==> config.mk <==
export PLATFORM = sky130hd
export DESIGN_NAME = shared_reg_arbiter
export DESIGN_NICKNAME = d
export VERILOG_FILES = /design/src/rtl/shared_reg_arb_pkg.sv /design/src/rtl/shared_reg_arbiter_rr_pick.sv /design/src/rtl/shared_reg_arbiter.sv
export SDC_FILE = /design/constraint.sdc
export NUM_CORES = 1
export LEC_CHECK = 0
export BUFFER_PORTS_ARGS = -buffer_cell sky130_fd_sc_hd__buf_2
export CAP_MARGIN = 20
export CORE_AREA = 2 2 130 132
export CTS_CLUSTER_DIAMETER = 200
export DETAILED_ROUTE_END_ITERATION = 8
export DIE_AREA = 0 0 132 134
export PLACE_DENSITY = 0.61
export SYNTH_ARGS = -nofsm -noshare
export SYNTH_HDL_FRONTEND = slang
export SYNTH_SLANG_ARGS = --single-unit
==> constraint.sdc <==
create_clock -name CLK -period 3.2 [get_ports CLK]
set_clock_uncertainty 0.1 [all_clocks]
set_input_delay 0.8 -clock CLK [delete_from_list [all_inputs] [get_ports CLK]]
set_output_delay 0.8 -clock CLK [all_outputs]
set_load 0.02 [all_outputs]
==> src/rtl/shared_reg_arb_pkg.sv <==
// Shared definitions for the round-robin shared-register arbiter.
// Default parameter values, the lock FSM state type, the default-width index type
// and a small modulo-increment helper for the round-robin pointer.
package shared_reg_arb_pkg;

  localparam int              DEF_NREQ         = 4;
  localparam int              DEF_WIDTH        = 64;
  localparam int              DEF_LOCK_TIMEOUT = 16;
  localparam logic [DEF_WIDTH-1:0] DEF_INIT    = '0;

  typedef enum logic {
    IDLE   = 1'b0,
    LOCKED = 1'b1
  } arb_state_e;

  typedef logic [$clog2(DEF_NREQ)-1:0] idx_t;

  // Next round-robin position after idx, wrapping at n.
  function automatic int unsigned rr_next(input int unsigned idx, input int unsigned n);
    return (idx + 1 == n) ? 0 : idx + 1;
  endfunction

endpackage

==> src/rtl/shared_reg_arbiter_rr_pick.sv <==
// Combinational round-robin picker: grants the first requester at or after ptr,
// wrapping modulo N. Outputs a one-hot grant, its index and an any-request flag.
module rr_priority_pick #(
  parameter int N  = 4,
  parameter int IW = $clog2(N)
) (
  input  logic [N-1:0]  req,
  input  logic [IW-1:0] ptr,
  output logic [N-1:0]  gnt,
  output logic [IW-1:0] idx,
  output logic          any
);

  logic [N-1:0] hi_mask;
  logic [N-1:0] masked;
  logic [N-1:0] cand;

  // Prefer requesters at or above ptr; fall back to the whole vector to wrap.
  always_comb begin
    // NOTE: every combinational output gets a default first, so no path can infer a latch.
    hi_mask = '0;
    gnt     = '0;
    idx     = '0;
    for (int i = 0; i < N; i++) begin
      hi_mask[i] = (i >= int'(ptr));
    end
    masked = req & hi_mask;
    cand   = (|masked) ? masked : req;
    // Scan downwards so the lowest set candidate wins.
    for (int i = N - 1; i >= 0; i--) begin
      if (cand[i]) begin
        gnt    = '0;
        gnt[i] = 1'b1;
        idx    = IW'(i);
      end
    end
    any = |req;
  end

endmodule

==> src/rtl/shared_reg_arbiter.sv <==
// Shared register written by NREQ valid/ready requesters under round-robin arbitration.
// At most one write commits per cycle; the register is broadcast on q_out.
// Optional owner locking with idle timeout is compiled in with SHARED_REG_ARB_LOCK_EN.
module shared_reg_arbiter
  import shared_reg_arb_pkg::*;
#(
  parameter int               NREQ         = DEF_NREQ,
  parameter int               WIDTH        = DEF_WIDTH,
  parameter logic [WIDTH-1:0] INIT         = '0,
  parameter int               LOCK_TIMEOUT = DEF_LOCK_TIMEOUT
) (
  input  logic                    CLK,
  input  logic                    RST,
  input  logic [NREQ-1:0]         req_valid,
  input  logic [NREQ*WIDTH-1:0]   req_data,
`ifdef SHARED_REG_ARB_LOCK_EN
  input  logic [NREQ-1:0]         req_lock,
  output logic                    lock_timeout,
`endif
  output logic [NREQ-1:0]         req_ready,
  output logic [WIDTH-1:0]        q_out,
  output logic                    wr_fire,
  output logic [$clog2(NREQ)-1:0] wr_src
);

  localparam int IW = $clog2(NREQ);

  logic [IW-1:0]    ptr_q,  ptr_d;
  logic [WIDTH-1:0] q_q,    q_d;
  logic             fire_q, fire_d;
  logic [IW-1:0]    src_q,  src_d;

  logic [NREQ-1:0]  pick_gnt;
  logic [IW-1:0]    pick_idx;
  logic             pick_any;

  logic [NREQ-1:0]  gnt;
  logic [IW-1:0]    win_idx;
  logic             win_any;
  logic             xfer;

  rr_priority_pick #(
    .N  (NREQ),
    .IW (IW)
  ) u_pick (
    .req (req_valid),
    .ptr (ptr_q),
    .gnt (pick_gnt),
    .idx (pick_idx),
    .any (pick_any)
  );

`ifdef SHARED_REG_ARB_LOCK_EN
  localparam int CW = $clog2(LOCK_TIMEOUT + 1);

  arb_state_e    state_q, state_d;
  logic [IW-1:0] owner_q, owner_d;
  logic [CW-1:0] cnt_q,   cnt_d;
  logic          to_q,    to_d;

  // While locked only the owner may be granted; otherwise use the round-robin pick.
  always_comb begin
    gnt     = '0;
    win_idx = pick_idx;
    win_any = pick_any;
    if (state_q == LOCKED) begin
      gnt[owner_q] = req_valid[owner_q];
      win_idx      = owner_q;
      win_any      = req_valid[owner_q];
    end else begin
      gnt = pick_gnt;
    end
  end

  // Lock FSM next state: enter on a locking transfer, leave on an unlocking owner
  // transfer or after LOCK_TIMEOUT consecutive cycles without an owner transfer.
  always_comb begin
    state_d = state_q;
    owner_d = owner_q;
    cnt_d   = cnt_q;
    to_d    = 1'b0;
    case (state_q)
      IDLE: begin
        if (xfer && req_lock[win_idx]) begin
          state_d = LOCKED;
          owner_d = win_idx;
          cnt_d   = '0;
        end
      end
      LOCKED: begin
        if (xfer) begin
          cnt_d = '0;
          if (!req_lock[win_idx]) state_d = IDLE;
        end else if (cnt_q == CW'(LOCK_TIMEOUT - 1)) begin
          state_d = IDLE;
          cnt_d   = '0;
          to_d    = 1'b1;
        end else begin
          cnt_d = cnt_q + 1'b1;
        end
      end
      default: state_d = IDLE;
    endcase
  end

  assign lock_timeout = to_q;
`else
  // Plain per-cycle round-robin arbitration.
  always_comb begin
    gnt     = pick_gnt;
    win_idx = pick_idx;
    win_any = pick_any;
  end
`endif

  // Grants are suppressed during reset so a reset-cycle transfer is discarded.
  assign req_ready = RST ? '0 : gnt;
  assign xfer      = win_any & ~RST;

  // Commit the winner's data and advance the pointer past it on a transfer.
  always_comb begin
    q_d    = q_q;
    fire_d = 1'b0;
    src_d  = src_q;
    ptr_d  = ptr_q;
    if (xfer) begin
      q_d    = req_data[int'(win_idx) * WIDTH +: WIDTH];
      fire_d = 1'b1;
      src_d  = win_idx;
      ptr_d  = IW'(rr_next(32'(win_idx), NREQ));
    end
  end

  // All state (register, pointer, write report, lock FSM) with synchronous reset.
  always_ff @(posedge CLK) begin
    // NOTE: sequential state is updated with non-blocking assignments only.
    if (RST) begin
      q_q     <= INIT;
      ptr_q   <= '0;
      fire_q  <= 1'b0;
      src_q   <= '0;
`ifdef SHARED_REG_ARB_LOCK_EN
      state_q <= IDLE;
      owner_q <= '0;
      cnt_q   <= '0;
      to_q    <= 1'b0;
`endif
    end else begin
      q_q     <= q_d;
      ptr_q   <= ptr_d;
      fire_q  <= fire_d;
      src_q   <= src_d;
`ifdef SHARED_REG_ARB_LOCK_EN
      state_q <= state_d;
      owner_q <= owner_d;
      cnt_q   <= cnt_d;
      to_q    <= to_d;
`endif
    end
  end

  assign q_out   = q_q;
  assign wr_fire = fire_q;
  assign wr_src  = src_q;

endmodule
==> flow_summary.ini, run 1 <==
[status]
status = finished, final reports clean

[routing]
dr.pass1.iters = 4
post_drt_via_cell_ratio = 4.887
drt_iter0_markers = 158
wl_per_cell_um = 15.29
ant_nets = 0
drc = 0
dr_total_vias = 4985
wirelength_mm = 15.59

[global_routing]
overflow = 0
grt_pass1_vias = 4911
grt_pass1_wl_mm = 24.52
antenna_found_initial = 0
grt.total_usage = 0.1711
grt_max_degree = 61

[sta]
worstMarginPinSlew_ps = 510.3
max_freq_ghz = 0.3580
hold_slack_ps = 337.9
relSlewSlack = 0.6593
setup_viol = 0
setup_ws_ps = 406.9
hold_violations = 0
fin_crit_sh = 0.8728
min_period_ps = 2793
drv_slew = 0
rsz0062_at_grt = false
finalSetupTns_ps = 0

[logic_synthesis]
synth_most_common_cell = nand2_1
synth_nets = 748
syn_inst = 486
yosysTopAreaCellShare = 0.3281
synthArstFlopShare = 0
synthFlopType = dfxtp_1
avgSynthCellArea_um2 = 8.663
netlist_area_mm2 = 0.004210
yosysTopAreaCell = dfxtp_1
yosys_register_bits = 69
synthTopCellsByCount = nand2_1 (75), dfxtp_1 (69), mux2i_1 (68)
ys_types = 32
synth_edf_count = 0
yosysSeqAreaShare = 0.3281
yosys_warnings = 0
synthTopCellsByArea = dfxtp_1 (33%), mux2i_1 (16%), a211oi_1 (11%)

[floorplan]
die_h_um = 134
die_area_mm2 = 0.01769
fp.dieW_um = 132
num_io_pins = 333
core-area_mm2 = 0.01629
initial_core_util = 0.2585
rows = 47

[setup_path]
arrival_ps = 1890
cpPeakStageDelay_ps = 250
reg2reg_from = ptr_q[1]
required_ps = 2300
r2r_end = q_out[50]
end_kind = primary output
critPathTopFamily = simple AND/OR/NAND/NOR gates
critPathLaunchType = primary input
critPathBufInv = 2
crit_fanout = 8
worst-r2r-cell-count = 5
r2r_slack_ps = 840
crit_chain = buf_2 > nor2b_1 > o21ai_0 > a21oi_1 > a21oi_1 > nor3_1 > buf_2
slowest_stage = nor3_1
crit_type = primary input to primary output

[place]
hpwl_mm = 11.79
portBuffers = 332
place_ws_ps = 298.7
gp_routability_congestion = 0.8231

[min_path]
hold_path_startpoint = wr_src[1]
holdCritPathClass = register to register
whs_endpoint = wr_src[1]
holdPathStages = 2

[finish]
area_growth_pct = 50.58
nNetsFinal = 1058
finish.utilization = 0.3892
fillCellCount = 1680
drive_gt1_frac = 0.4638
diodes = 0

[power_and_ir_drop]
p_total_mw = 3.143
ir_worst_vdd_mv = 0.2397
power_leakage_nw = 3.115
power_density_mw_per_mm2 = 495.8

[job]
maxCapViolations = 0

[clocking]
ctsLongestPathBuffers = 2
cts_tree = yes
postCtsResizedCells = 0
htree_num_levels = 3
postCtsHoldBufs = 0
clk_latency_ps = 330
cts_setup_buffers = 0
cts_buffers = 9
root_buffer = clkbuf_16
cts.sinks = 69
clkSlewWorstSetupHoldPaths_ps = 60
==> metrics by stage <==
step,cell area [µm²],cells
detailed placement,6072,1005
finish,6340,1020
CTS,6340,1020
global route,6340,1020
global placement,6072,1005
floorplan,4210,486
==> placed cells by master (no fill, tap or decap), drive strengths merged, types with 3 or more instances in the layout <==
cell type,netlist,final
buf,24,352
nand2,76,76
dfxtp,69,69
mux2i,68,68
and3,60,60
a211oi,60,60
o221ai,34,34
o31ai,30,30
clkbuf,29,11
a21oi,5,5
nor2b,5,5
nor2,4,4
o21ai,3,3
==> worst min-delay path, delay by kind of cell (launching register included) <==
kind | cells | cell delay (ps)
simple gates | 2 | 90
flops | 1 | 310
==> worst max path at each step <==
stage | slack, ps | depth (start not counted) | startpoint | to
floorplan | 540 | 5 | req_valid[3] | req_ready[2]
global placement | 290 | 7 | req_valid[2] | q_out[20]
detailed placement | 300 | 7 | req_valid[3] | q_out[20]
CTS | 400 | 7 | req_valid[2] | req_ready[2]
global route | 260 | 7 | req_valid[2] | req_ready[2]
finish | 410 | 7 | req_valid[2] | req_ready[2]
==> sequential cells by signal (all words and copies together), names as in the netlist <==
signal / count
ptr_q: 2
q_out: 64
wr_fire: 1
wr_src: 2
==> routing by layer <==
layer / up-vias / routed length (µm) / track usage
met5: - / 0 / 0
met4: 0 / 309 / 0.06401
met3: 18 / 1118 / 0.04308
met2: 206 / 7958 / 0.3226
met1: 2278 / 6204 / 0.1836
li1: 2483 / - / -
==> power breakdown <==
group | internal, mW | switching, mW
logic | 0.516 | 0.651
clock network | 0.539 | 0.375
registers | 0.993 | 0.0691
total | 2.05 | 1.10
==> logic make-up (layout without fill, tap and decap cells) <==
logic type      Yosys count  after routing  share of synthesized area
simple gates            155            155                     0.1851
compound gates          139            139                     0.2541
flops                    69             69                     0.3281
mux                      68             68                     0.1617
buf+inv                  55            369                    0.07102
==> layout make-up <==
cell class / instances / area [µm²] / area share
clock buffer: 11 / 242.7 / 0.03829
clock inverter: 4 / 25.02 / 0.003947
inverter: 2 / 7.507 / 0.001184
multi-input combinational: 362 / 2559 / 0.4036
sequential: 69 / 1381 / 0.2179
tap: 220 / 275.3 / 0.04342
timing repair buffer: 352 / 1849 / 0.2917
Note: power is estimated with default switching activity, not from simulation.
==> inputs of run 2 (changes only) <==
CORE_AREA = not set   (was 2 2 130 132)
CORE_MARGIN = 2   (was not set)
CORE_UTILIZATION = 25   (was not set)
DIE_AREA = not set   (was 0 0 132 134)
PLACE_DENSITY = 0.59   (was 0.61)
==> flow_summary.ini, run 2 (synthesis gave the netlist of run 1 again) <==
[status]
status = finished, final reports clean

[finish]
largest_reg_flops = 64
final_common_cell = buf_2
drive_gt1_frac = 0.4637
finish.utilization = 0.3858
layout_common_cells = buf_2 (332), nand2_1 (75), dfxtp_1 (69)
nNetsFinal = 1055
diodes = 0
area_growth_pct = 51.41
final_cells = 1018
final_cell_area_mm2 = 0.006375

[global_routing]
use_met3 = 0.04044
grt_pass1_vias = 4931
grt_max_degree = 61
grt_pass1_wl_mm = 24.43
grt.busiest_layer = met2
grt.total_usage = 0.1698
overflow = 0
grtUsageMet1 = 0.1946
use_met2 = 0.3051
antenna_found_initial = 0

[setup_path]
crit_fanout = 8
end_kind = primary output
critPathLaunchType = primary input
worst-r2r-cell-count = 5
arrival_ps = 1870
crit_type = primary input to primary output
required_ps = 2300

[floorplan]
die_h_um = 133.8
initial_core_util = 0.2548
fp.dieW_um = 133.8
num_io_pins = 333
core-area_mm2 = 0.01652
die_area_mm2 = 0.01790
rows = 47

[sta]
setup_viol = 0
rsz0062_at_grt = false
max_freq_ghz = 0.3610
setup_ws_ps = 430.1
drv_slew = 0
worstMarginPinSlew_ps = 488.1
min_period_ps = 2770
hold_slack_ps = 342.0
relSlewSlack = 0.6741
fin_crit_sh = 0.8656
finalSetupTns_ps = 0
hold_violations = 0

[routing]
wirelength_mm = 15.67
dr.pass1.iters = 4
dr_total_vias = 4962
post_drt_via_cell_ratio = 4.874
drc = 0
drt_iter0_markers = 140
wl_per_cell_um = 15.39
ant_nets = 0

[power_and_ir_drop]
power_switching_mw = 1.119
p_total_mw = 3.323
intPower_mw = 2.204
swShare = 0.3367
power_leakage_nw = 3.131
pwr-share-seq = 0.321
power_frac_comb = 0.346
power_density_mw_per_mm2 = 521.3
pwr-share-clk = 0.332
ir_worst_vdd_mv = 0.2180

[clocking]
root_buffer = clkbuf_16
postCtsResizedCells = 0
postCtsHoldBufs = 0
htree_num_levels = 3
cts.sinks = 69
cts_setup_buffers = 0
cts_buffers = 9
ctsLongestPathBuffers = 2
clkSlewWorstSetupHoldPaths_ps = 60
clk_latency_ps = 330
cts_tree = yes

[place]
place_ws_ps = 284.8
dpl_cell_area_mm2 = 0.006050
gp_routability_congestion = 0.8041
dp_cells = 1002
hpwl_mm = 11.83
portBuffers = 332

[min_path]
holdPathStages = 2
holdCritPathClass = register to register

[job]
maxCapViolations = 0
-- run 2: power by group through the flow --
| stage | Sequential [mW] | Clock (mW) | Combinational [mW] |
|---|---|---|---|
| global route | 1.08 | 1.19 | 1.25 |
| detailed placement | 1.08 | 0 | 1.17 |
| CTS | 1.07 | 1.15 | 1.17 |
| finish | 1.07 | 1.10 | 1.15 |
| floorplan | 1.23 | 0 | 0.589 |
| global placement | 1.08 | 0 | 1.16 |
-- run 2: cell type report --
type,count,area [µm²]
Tap cell,220,275.3
Timing Repair Buffer,349,1827
Sequential cell,69,1381
Fill cell,1704,10150
Multi-Input combinational cell,362,2559
Inverter,2,7.507
Clock inverter,6,86.33
Clock buffer,10,239.0
-- run 2: worst paths after layout --
path,endpoint,slack [ps],startpoint
setup / recovery,req_ready[3],430,req_valid[2]
hold / removal,wr_src[1],340,wr_src[1]
setup reg to reg,q_out[51],830,ptr_q[1]
hold reg to reg,wr_src[1],340,wr_src[1]
-- run 2: worst max-delay path: stages --
cell and delay, ps:
buf_2 140, nand2b_1 120, nor2b_1 300, inv_1 70
a21oi_1 200, nor3_1 70, buf_2 170
-- run 2: metal layers --
layer	part of all wire	up-vias
li1	-	2479
met1	0.41	2245
met2	0.49	216
met3	0.078	22
met4	0.021	0
met5	0	-
==> inputs of run 3 (changes only) <==
CORE_ASPECT_RATIO = 1.4   (was not set)
==> flow_summary.ini, run 3 (synthesis gave the netlist of run 1 again) <==
[status]
status = finished, final reports clean

[finish]
final_cell_area_mm2 = 0.006366
area_growth_pct = 51.20
nNetsFinal = 1055
diodes = 0
largest_reg_flops = 64
multiInputGateArea_mm2 = 0.002582
layout_common_cells = buf_2 (332), nand2_1 (75), dfxtp_1 (69)
final_common_cell = buf_2
fillCellCount = 1784
regArea_mm2 = 0.001381
drive_gt1_frac = 0.4630

[floorplan]
die_h_um = 157.6
initial_core_util = 0.2535
core-area_mm2 = 0.01661
num_io_pins = 333
die_area_mm2 = 0.01791
rows = 56
fp.dieW_um = 113.7

[setup_path]
r2r_slack_ps = 780
reg2reg_from = ptr_q[1]
crit_type = primary input to primary output
critPathLaunchType = primary input
crit_fanout = 8
end_kind = primary output
arrival_ps = 1900
crit_start = req_valid[2]
required_ps = 2300

[global_routing]
grt_pass1_wl_mm = 23.74
grt_pass1_vias = 4793
grtUsageMet1 = 0.1726
grt_max_degree = 49
use_met2 = 0.3265
antenna_found_initial = 1
grt.busiest_layer = met2
use_met3 = 0.04505
grt.total_usage = 0.1670
overflow = 0

[clocking]
cts.sinks = 69
cts_buffers = 9
root_buffer = clkbuf_16
postCtsHoldBufs = 0
cts_tree = yes
htree_num_levels = 3
clk_latency_ps = 330
ctsLongestPathBuffers = 2
cts_setup_buffers = 0
postCtsResizedCells = 0
clkSlewWorstSetupHoldPaths_ps = 50

[routing]
wirelength_mm = 15.84
wl_per_cell_um = 15.84
dr.pass1.iters = 4
post_drt_via_cell_ratio = 4.941
ant_nets = 0
drc = 0
drt_iter0_markers = 191
dr_total_vias = 4941

[power_and_ir_drop]
power_frac_comb = 0.352
power_switching_mw = 1.107
ir_worst_vdd_mv = 0.1940
power_leakage_nw = 3.126
pwr-share-clk = 0.325
pwr-share-seq = 0.323
power_density_mw_per_mm2 = 516.4
swShare = 0.3367
intPower_mw = 2.181

[place]
gp_routability_congestion = 0.8024
portBuffers = 332
dpl_cell_area_mm2 = 0.006052
hpwl_mm = 12.27

[min_path]
hold_path_startpoint = q_out[60]
holdCritPathClass = register to register

[sta]
min_period_ps = 2797
finalSetupTns_ps = 0
setup_viol = 0
worstMarginPinSlew_ps = 580.2
fin_crit_sh = 0.8740
drv_slew = 0
rsz0062_at_grt = false
hold_violations = 0
relSlewSlack = 0.6126
max_freq_ghz = 0.3576

[job]
maxCapViolations = 0
-- run 3: layout make-up --
cell class              instances  share of cell area
flip-flops and latches         69              0.2170
multi-input cells             362              0.4057
repair buffers                349              0.2869
clock inverters                 6             0.01395
clock buffers                   9             0.03538
well taps                     203             0.03990
inverters                       2            0.001179
-- run 3: final timing paths --
path | endpoint | cells past startpoint
min | q_out[60] | 2
max reg2reg | q_out[0] | 5
max | req_ready[2] | 7
min reg2reg | q_out[60] | 2
-- run 3: worst max-delay path, stage by stage --
cell and delay, ps:
buf_2 150, nor2b_1 130, o21ai_0 80, a21oi_1 210, a21oi_1 80, nor3_1 230
buf_2 210
-- run 3: through the flow --
stage          worst slack [ps]  total power, mW    util  hold WS, ps  instances
2_1_floorplan             537.9            1.823       -        406.5        486
3_3_place_gp              320.1            2.249  0.3645        328.1        985
3_5_place_dp              283.2            2.257  0.3645        336.0        985
4_1_cts                   404.1            3.347  0.3834        349.8       1000
5_1_grt                   263.9            3.484  0.3834        368.1       1000
6_report                  403.3            3.288  0.3834        342.9       1000
-- run 3: power groups by stage --
stage	Clock (mW)	Sequential (mW)	Combinational (mW)
6_report	1.07	1.06	1.16
5_1_grt	1.14	1.08	1.26
4_1_cts	1.11	1.06	1.18
3_5_place_dp	0	1.08	1.18
3_3_place_gp	0	1.08	1.17
2_1_floorplan	0	1.23	0.589
-- run 3: layer usage --
| layer | wire length [µm] | part of all wire |
|---|---|---|
| met4 | 246 | 0.016 |
| met5 | 0 | 0 |
| met3 | 1232 | 0.078 |
| met2 | 8291 | 0.52 |
| met1 | 6069 | 0.38 |
